<file path="src/rtl/muntjac_metadata_ctrl_pkg.sv">
// Shared definitions for the metadata controller: FSM states, event codes,
// state width and the table range check.
package muntjac_metadata_ctrl_pkg;

    localparam int unsigned StateWidth = 8;
    localparam int unsigned EventWidth = 4;

    localparam logic [EventWidth-1:0] EvNop0   = 4'd0;
    localparam logic [EventWidth-1:0] EvNop1   = 4'd1;
    localparam logic [EventWidth-1:0] EvOpen   = 4'd2;
    localparam logic [EventWidth-1:0] EvCommit = 4'd3;

    localparam logic [StateWidth-1:0] MaxState = 8'd3;

    typedef enum logic [0:0] {
        FsmIdle  = 1'b0,
        FsmClear = 1'b1
    } fsm_e;

    // True when both the event and the stored state are covered by the table.
    function automatic logic state_in_range(input logic [StateWidth-1:0] st,
                                            input logic [EventWidth-1:0] ev);
        return (ev <= EvCommit) && (st <= MaxState);
    endfunction

endpackage

</file>
<file path="src/rtl/muntjac_metadata_table.sv">
// Metadata state transition lookup; an invalid lookup passes the state through.
module muntjac_metadata_table
    import muntjac_metadata_ctrl_pkg::*;
(
    input  logic                  valid_i,
    input  logic [StateWidth-1:0] state_i,
    input  logic [EventWidth-1:0] event_i,
    output logic [StateWidth-1:0] state_o
);

    // Transition table: open takes 0->1, commit takes 1->2, all else holds.
    always_comb begin
        state_o = state_i;
        if (valid_i) begin
            case (event_i)
                EvOpen:   state_o = (state_i == 8'd0) ? 8'd1 : state_i;
                EvCommit: state_o = (state_i == 8'd1) ? 8'd2 : state_i;
                default:  state_o = state_i;
            endcase
        end else begin
            state_o = state_i;
        end
    end

endmodule

</file>
<file path="src/rtl/muntjac_metadata_ctrl.sv">
// Metadata state controller: round-robin requesters, one-deep stage register,
// read-modify-write of an 8-bit state table, and a sequential clear engine.
module muntjac_metadata_ctrl
    import muntjac_metadata_ctrl_pkg::*;
#(
    parameter int unsigned NumEntries = 16,
    parameter int unsigned NumReq     = 2,
    localparam int unsigned IdxW      = $clog2(NumEntries),
    localparam int unsigned PortW     = (NumReq > 1) ? $clog2(NumReq) : 1
) (
    input  logic                         clk_i,
    input  logic                         rst_ni,
    input  logic [NumReq-1:0]            req_valid_i,
    output logic [NumReq-1:0]            req_ready_o,
    input  logic [NumReq*IdxW-1:0]       req_idx_i,
    input  logic [NumReq*EventWidth-1:0] req_event_i,
    output logic                         resp_valid_o,
    input  logic                         resp_ready_i,
    output logic [PortW-1:0]             resp_port_o,
    output logic [StateWidth-1:0]        resp_old_o,
    output logic [StateWidth-1:0]        resp_new_o,
    output logic                         resp_err_o,
    input  logic                         clear_i,
    output logic                         busy_o
);

    logic [StateWidth-1:0] entry_r [NumEntries];

    logic                  stage_valid_r;
    logic [PortW-1:0]      stage_port_r;
    logic [IdxW-1:0]       stage_idx_r;
    logic [EventWidth-1:0] stage_event_r;

    fsm_e                  fsm_r, fsm_next_s;
    logic                  clear_pending_r, pending_next_s;
    logic [IdxW-1:0]       clr_cnt_r;
    logic [PortW-1:0]      rr_ptr_r, rr_next_s;

    logic                  resp_fire_s, can_accept_s, accept_s, grant_found_s, in_range_s;
    logic [PortW-1:0]      grant_port_s;
    logic [IdxW-1:0]       sel_idx_s;
    logic [EventWidth-1:0] sel_event_s;
    logic [StateWidth-1:0] old_state_s, new_state_s;

    function automatic logic [PortW-1:0] wrap_port(input int unsigned p);
        return PortW'(p % NumReq);
    endfunction

    assign resp_fire_s = stage_valid_r & resp_ready_i;
    assign old_state_s = entry_r[stage_idx_r];
    assign in_range_s  = state_in_range(old_state_s, stage_event_r);

    muntjac_metadata_table u_table (
        .valid_i (in_range_s),
        .state_i (old_state_s),
        .event_i (stage_event_r),
        .state_o (new_state_s)
    );

    assign resp_valid_o = stage_valid_r;
    assign resp_port_o  = stage_port_r;
    assign resp_old_o   = old_state_s;
    assign resp_new_o   = new_state_s;
    assign resp_err_o   = stage_valid_r & ~in_range_s;
    assign busy_o       = clear_pending_r | (fsm_r == FsmClear);

    // Round-robin arbitration starting at the pointer; ready is held low in reset.
    always_comb begin
        can_accept_s  = (~stage_valid_r | resp_fire_s) & ~clear_pending_r &
                        (fsm_r == FsmIdle) & rst_ni;
        grant_found_s = 1'b0;
        grant_port_s  = '0;
        for (int unsigned k = 0; k < NumReq; k++) begin
            if (!grant_found_s && req_valid_i[wrap_port(32'(rr_ptr_r) + k)]) begin
                grant_found_s = 1'b1;
                grant_port_s  = wrap_port(32'(rr_ptr_r) + k);
            end
        end
        accept_s    = can_accept_s & grant_found_s;
        rr_next_s   = wrap_port(32'(grant_port_s) + 32'd1);
        sel_idx_s   = req_idx_i[32'(grant_port_s) * IdxW +: IdxW];
        sel_event_s = req_event_i[32'(grant_port_s) * EventWidth +: EventWidth];
        req_ready_o = '0;
        if (accept_s) begin
            req_ready_o[grant_port_s] = 1'b1;
        end else begin
            req_ready_o = '0;
        end
    end

    // Clear FSM: a clear waits for the stage to drain before sweeping the table.
    always_comb begin
        fsm_next_s     = fsm_r;
        pending_next_s = clear_pending_r;
        case (fsm_r)
            FsmIdle: begin
                if (clear_pending_r && !stage_valid_r) begin
                    fsm_next_s     = FsmClear;
                    pending_next_s = 1'b0;
                end else if (clear_i) begin
                    pending_next_s = 1'b1;
                end else begin
                    pending_next_s = clear_pending_r;
                end
            end
            FsmClear: begin
                if (clr_cnt_r == IdxW'(NumEntries - 1)) begin
                    fsm_next_s = FsmIdle;
                end else begin
                    fsm_next_s = FsmClear;
                end
            end
            default: begin
                fsm_next_s     = FsmIdle;
                pending_next_s = 1'b0;
            end
        endcase
    end

    // FSM state, pending flag and sweep counter.
    always_ff @(posedge clk_i or negedge rst_ni) begin
        if (!rst_ni) begin
            fsm_r           <= FsmIdle;
            clear_pending_r <= 1'b0;
            clr_cnt_r       <= '0;
        end else begin
            fsm_r           <= fsm_next_s;
            clear_pending_r <= pending_next_s;
            if (fsm_r == FsmClear) begin
                clr_cnt_r <= clr_cnt_r + IdxW'(1);
            end
        end
    end

    // Round-robin pointer moves one past each granted port.
    always_ff @(posedge clk_i or negedge rst_ni) begin
        if (!rst_ni) begin
            rr_ptr_r <= '0;
        end else if (accept_s) begin
            rr_ptr_r <= rr_next_s;
        end
    end

    // Stage register: refilled on accept, emptied when its response fires.
    always_ff @(posedge clk_i or negedge rst_ni) begin
        if (!rst_ni) begin
            stage_valid_r <= 1'b0;
            stage_port_r  <= '0;
            stage_idx_r   <= '0;
            stage_event_r <= '0;
        end else if (accept_s) begin
            stage_valid_r <= 1'b1;
            stage_port_r  <= grant_port_s;
            stage_idx_r   <= sel_idx_s;
            stage_event_r <= sel_event_s;
        end else if (resp_fire_s) begin
            stage_valid_r <= 1'b0;
        end
    end

    // Entry storage; the stage is always empty while the sweep runs.
    always_ff @(posedge clk_i or negedge rst_ni) begin
        if (!rst_ni) begin
            for (int unsigned i = 0; i < NumEntries; i++) begin
                entry_r[i] <= '0;
            end
        end else if (fsm_r == FsmClear) begin
            entry_r[clr_cnt_r] <= '0;
        end else if (resp_fire_s) begin
            entry_r[stage_idx_r] <= new_state_s;
        end
    end

endmodule

</file>
<file path="config.mk">
export PLATFORM = sky130hd
export DESIGN_NAME = muntjac_metadata_ctrl
export DESIGN_NICKNAME = d
export VERILOG_FILES = /design/src/rtl/muntjac_metadata_ctrl_pkg.sv /design/src/rtl/muntjac_metadata_table.sv /design/src/rtl/muntjac_metadata_ctrl.sv
export SDC_FILE = /design/constraint.sdc
export NUM_CORES = 1
export LEC_CHECK = 0
export BUFFER_PORTS_ARGS = -buffer_cell sky130_fd_sc_hd__clkbuf_2
export CAP_MARGIN = 20
export CORE_ASPECT_RATIO = 1.5
export CORE_MARGIN = 10
export CORE_UTILIZATION = 50
export CTS_CLUSTER_DIAMETER = 200
export DETAILED_ROUTE_END_ITERATION = 6
export GPL_ROUTABILITY_DRIVEN = 0
export PLACE_DENSITY = 0.67
export SETUP_SLACK_MARGIN = 0.4
export SLEW_MARGIN = 40
export SYNTH_ARGS = -nofsm -noshare
export SYNTH_HDL_FRONTEND = slang
export SYNTH_SLANG_ARGS = --single-unit
</file>
<file path="constraint.sdc">
create_clock -name clk_i -period 6.35 [get_ports clk_i]
set_input_delay 0.635 -clock clk_i [delete_from_list [all_inputs] [get_ports clk_i]]
set_output_delay 0.635 -clock clk_i [all_outputs]
set_load 0.005 [all_outputs]
</file>
==> results.sh <==
export IMPL_detail_route_vias_per_cell=6.94
export IMPL_main_combinational_cell_family_by_area_after_synthesis="compound AO/OA/AOI/OAI gates"
export IMPL_cp_max_fo=22
export IMPL_measured_slew_at_the_worst_slew_check_pin_ns=0.882
export IMPL_grt_busiest_layer="met2"
export IMPL_synth_edf_count=0
export IMPL_power_report_internal_total_mw=1.98
export IMPL_reg2reg_launch_point="stage_idx_r[0]$_DFFE_PN0P_"
export IMPL_final_seq_area_mm2=0.00363
export IMPL_timing_reg2reg_worst_path_depth=9
export IMPL_wl_per_cell_um=27.9
export IMPL_critical_path_reg2reg_endpoint="entry_r[25]$_DFFE_PN0P_"
export IMPL_max_clock_path_buffers=2
export IMPL_clock_tree_htree_level_count=4
export IMPL_drcViolationCount=0
export IMPL_count_of_buffers_from_port_buffering=43
export IMPL_die_area_mm2=0.0188
export IMPL_reg2reg_slack_ns=2.35
export IMPL_vdd_ir_drop_worst_uv=294
export IMPL_post_synthesis_average_cell_area_um2=12.2
export IMPL_rsz0062_at_grt="false"
export IMPL_initial_antenna_violation_count=0
export IMPL_synth_simple_area_share_pct=8.90
export IMPL_synth_compound_gate_area_share_pct=21.3
export IMPL_total_negative_slack_ns=0
export IMPL_power_density_mw_per_mm2=388
export IMPL_max_cap_violations=0
export IMPL_fillerInstances=1077
export IMPL_power_switching_share_pct=36.1
export IMPL_fin_nets=634
export IMPL_ys_seq_area_share_pct=53.3
export IMPL_clk_pin_slew_ns=0.06
export IMPL_core_region_area_mm2=0.0134
export IMPL_first_global_vias=5653
export IMPL_global_route_usage_met1_pct=29.2
export IMPL_dominantRegCellSynth="sky130_fd_sc_hd__dfrtp_1"
export IMPL_synthesis_area_mm2=0.00681
export IMPL_cts_num_sinks=145
export IMPL_critPathLaunch="stage_idx_r[0]$_DFFE_PN0P_"
export IMPL_hold_ws_ns=0.188
export IMPL_post_cts_hold_buffer_count=0
export IMPL_numCtsBuffers=17
export IMPL_fmaxAchievable_mhz=205
export IMPL_placement_rows=52
export IMPL_grt_use_met2_pct=36.0
export IMPL_drt_pass1_iter_count=5
export IMPL_start_util_pct=50.8
export IMPL_skew_ns=0.00807
export IMPL_cp_arrival_ns=4.25
export IMPL_post_dp_hpwl_mm=14.9
export IMPL_holdCritPathClass="primary input to async pin"
export IMPL_power_frac_clock_pct=36.1
export IMPL_ys_types=47
export IMPL_ys_ff_latch=145
export IMPL_area_used_by_multi_input_combinational_logic_mm2=0.00305
export IMPL_antenna_left=0
export IMPL_synth_area_top_cells="sky130_fd_sc_hd__dfrtp_1, sky130_fd_sc_hd__a22o_1, sky130_fd_sc_hd__mux4_2, sky130_fd_sc_hd__a21oi_1, sky130_fd_sc_hd__nor2_1"
export IMPL_setup_worst_path_start_class="flop"
export IMPL_clock_period_minus_final_worst_setup_slack_ns=4.89
export IMPL_slew_limit_headroom_pct=40.9
export IMPL_cts_repair_timing_setup_buffer_count=0
export IMPL_final_instance_count_excl_fill=782
export IMPL_pleak_nw=3.81
export IMPL_synth_top_area_share_pct=53.3
export IMPL_dpl_cells=751
export IMPL_io_pins=44
export IMPL_placed_area_mm2=0.00731
export IMPL_track_usage_pct=23.8
export IMPL_largest_net_degree_at_the_start_of_global_routing=82
export IMPL_drt_iter0_markers=649
export IMPL_wl_mm=21.8
export IMPL_ctsResizeCount=0
export IMPL_count_of_inserted_antenna_diode_cells=0
export IMPL_final_max_slew_viol_count=0
export IMPL_syn_instance_count=556
export IMPL_die_height_um=163
export IMPL_syn_num_nets=582
export IMPL_critical_path_endpoint_type="output port"
export IMPL_clk_insertion_delay_late_ns=0.42
export IMPL_yosys_area_share_xor_xnor_pct=0.386
export IMPL_post_synth_top_area_cell="sky130_fd_sc_hd__dfrtp_1"
export IMPL_worst_setup_path_endpoint="resp_new_o[1]"
export IMPL_finalSetupViolations=0
export IMPL_post_route_period_util_pct=77.0
export IMPL_final_cell_area_mm2=0.00798
export IMPL_most_common_cell_after_layout_fill_and_taps_aside="sky130_fd_sc_hd__dfrtp_1"
export IMPL_synth_warnings=0
export IMPL_most_common_layout_cells="sky130_fd_sc_hd__dfrtp_1, sky130_fd_sc_hd__a22o_1, sky130_fd_sc_hd__clkbuf_2, sky130_fd_sc_hd__nor2_1"
export IMPL_pwr_share_seq_pct=36.6
export IMPL_post_synthesis_share_of_cell_area_spent_on_full_adders_half_adders_and_majority_gates_pct=0.735
export IMPL_grt_first_pass_wirelength_mm=33.5
export IMPL_dieWidth_um=115
export IMPL_outcome="finished clean"
export IMPL_final_core_util_pct=59.5
export IMPL_layout_drive_gt1_share_pct=26.1
export IMPL_clockRootBuffer="sky130_fd_sc_hd__clkbuf_16"
export IMPL_syn_to_final_growth_pct=17.2
export IMPL_synthMuxAreaShare_pct=12.2
export IMPL_critPathRequiredTime_ns=5.71
export IMPL_ys_async_sr_fraction_pct=100
export IMPL_gr_total_overflow=0
export IMPL_tritoncts="yes"
export IMPL_criticalPathCategory="flop to output port"
export IMPL_via_count=5424
export IMPL_fraction_of_power_consumed_by_combinational_cells_pct=27.3
export IMPL_final_hold_violation_count=0
export IMPL_globalRouteMet3Util_pct=7.30
export IMPL_netSwitchingPower_mw=1.12
[worst min path at each step]
stage | depth (start not counted) | slack, ns | end
2_1_floorplan | 0 | 0.34 | clear_pending_r$_DFFE_PN0P_
3_3_place_gp | 1 | 0.47 | resp_port_o$_DFFE_PN0P_
3_5_place_dp | 1 | 0.48 | entry_r[15]$_DFFE_PN0P_
4_1_cts | 1 | 0.22 | entry_r[35]$_DFFE_PN0P_
5_1_grt | 1 | 0.24 | entry_r[51]$_DFFE_PN0P_
6_report | 1 | 0.19 | entry_r[35]$_DFFE_PN0P_
[Yosys cell counts, types with 4 or more instances]
library cell	number
sky130_fd_sc_hd__dfrtp_1	145
sky130_fd_sc_hd__a22o_1	100
sky130_fd_sc_hd__a21oi_1	48
sky130_fd_sc_hd__nor2_1	37
sky130_fd_sc_hd__mux4_2	32
sky130_fd_sc_hd__nand2_1	29
sky130_fd_sc_hd__nor2b_1	19
sky130_fd_sc_hd__clkbuf_1	16
sky130_fd_sc_hd__a22oi_1	14
sky130_fd_sc_hd__inv_1	13
sky130_fd_sc_hd__nor3_1	12
sky130_fd_sc_hd__o21ai_0	11
sky130_fd_sc_hd__mux2i_1	10
sky130_fd_sc_hd__a31oi_1	8
sky130_fd_sc_hd__buf_2	6
sky130_fd_sc_hd__buf_6	4
sky130_fd_sc_hd__ha_1	4
sky130_fd_sc_hd__nand3_1	4
[power groups by stage]
stage          logic [mW]  registers [mW]  clock network (mW)
5_1_grt             0.904            1.14                1.17
6_report            0.846            1.13                1.12
4_1_cts             0.836            1.13                1.12
2_1_floorplan       0.613            1.04                   0
3_5_place_dp        0.831            1.14                   0
3_3_place_gp        0.791            1.13                   0
[critical path, stage by stage (launching register included)]
cell                       delay (ns)
sky130_fd_sc_hd__dfrtp_2         0.82
sky130_fd_sc_hd__buf_4           0.43
sky130_fd_sc_hd__mux4_2          0.54
sky130_fd_sc_hd__a22oi_1         0.23
sky130_fd_sc_hd__nand2_1         0.43
sky130_fd_sc_hd__or3_4           0.55
sky130_fd_sc_hd__o41ai_4         0.32
sky130_fd_sc_hd__buf_4           0.31
sky130_fd_sc_hd__clkbuf_2        0.17
[flip-flops by register name, summed over array words and instances (netlist names)]
register and cells:
rr_ptr_r 1, entry_r 128, clr_cnt_r 4, clear_pending_r 1
resp_port_o 1, stage_event_r 4, fsm_r 1, stage_idx_r 4
resp_valid_o 1
[logic make-up after synthesis]
| family | Yosys count |
|---|---|
| buffers and inverters | 45 |
| AO/OA/AOI/OAI | 193 |
| XOR/XNOR | 3 |
| multiplexers | 43 |
| flip-flops | 145 |
| adder cells (fa/ha/maj) | 4 |
| AND/OR/NAND/NOR | 123 |
[layer usage]
metal  vias up  share of wire [%]
li1       2240                  -
met1      2709                 38
met2       386                 47
met3        89                9.8
met4         0                5.9
met5         -                  0
[cell type report]
cell class	instances	share of cell area, %
clock buffers	19	5.68
clock inverters	12	2.56
inverters	14	0.659
multi-input cells	366	38.2
flip-flops and latches	145	45.5
well taps	162	2.54
repair buffers	64	4.80
[metrics by stage]
step	power, mW	setup WS, ns
after global placement	1.93	2.02
final	3.10	1.46
after detailed placement	1.97	1.92
after floorplan	1.66	3.21
after global routing	3.21	1.20
after CTS	3.08	1.48
Power figures use the tool's default switching activity.
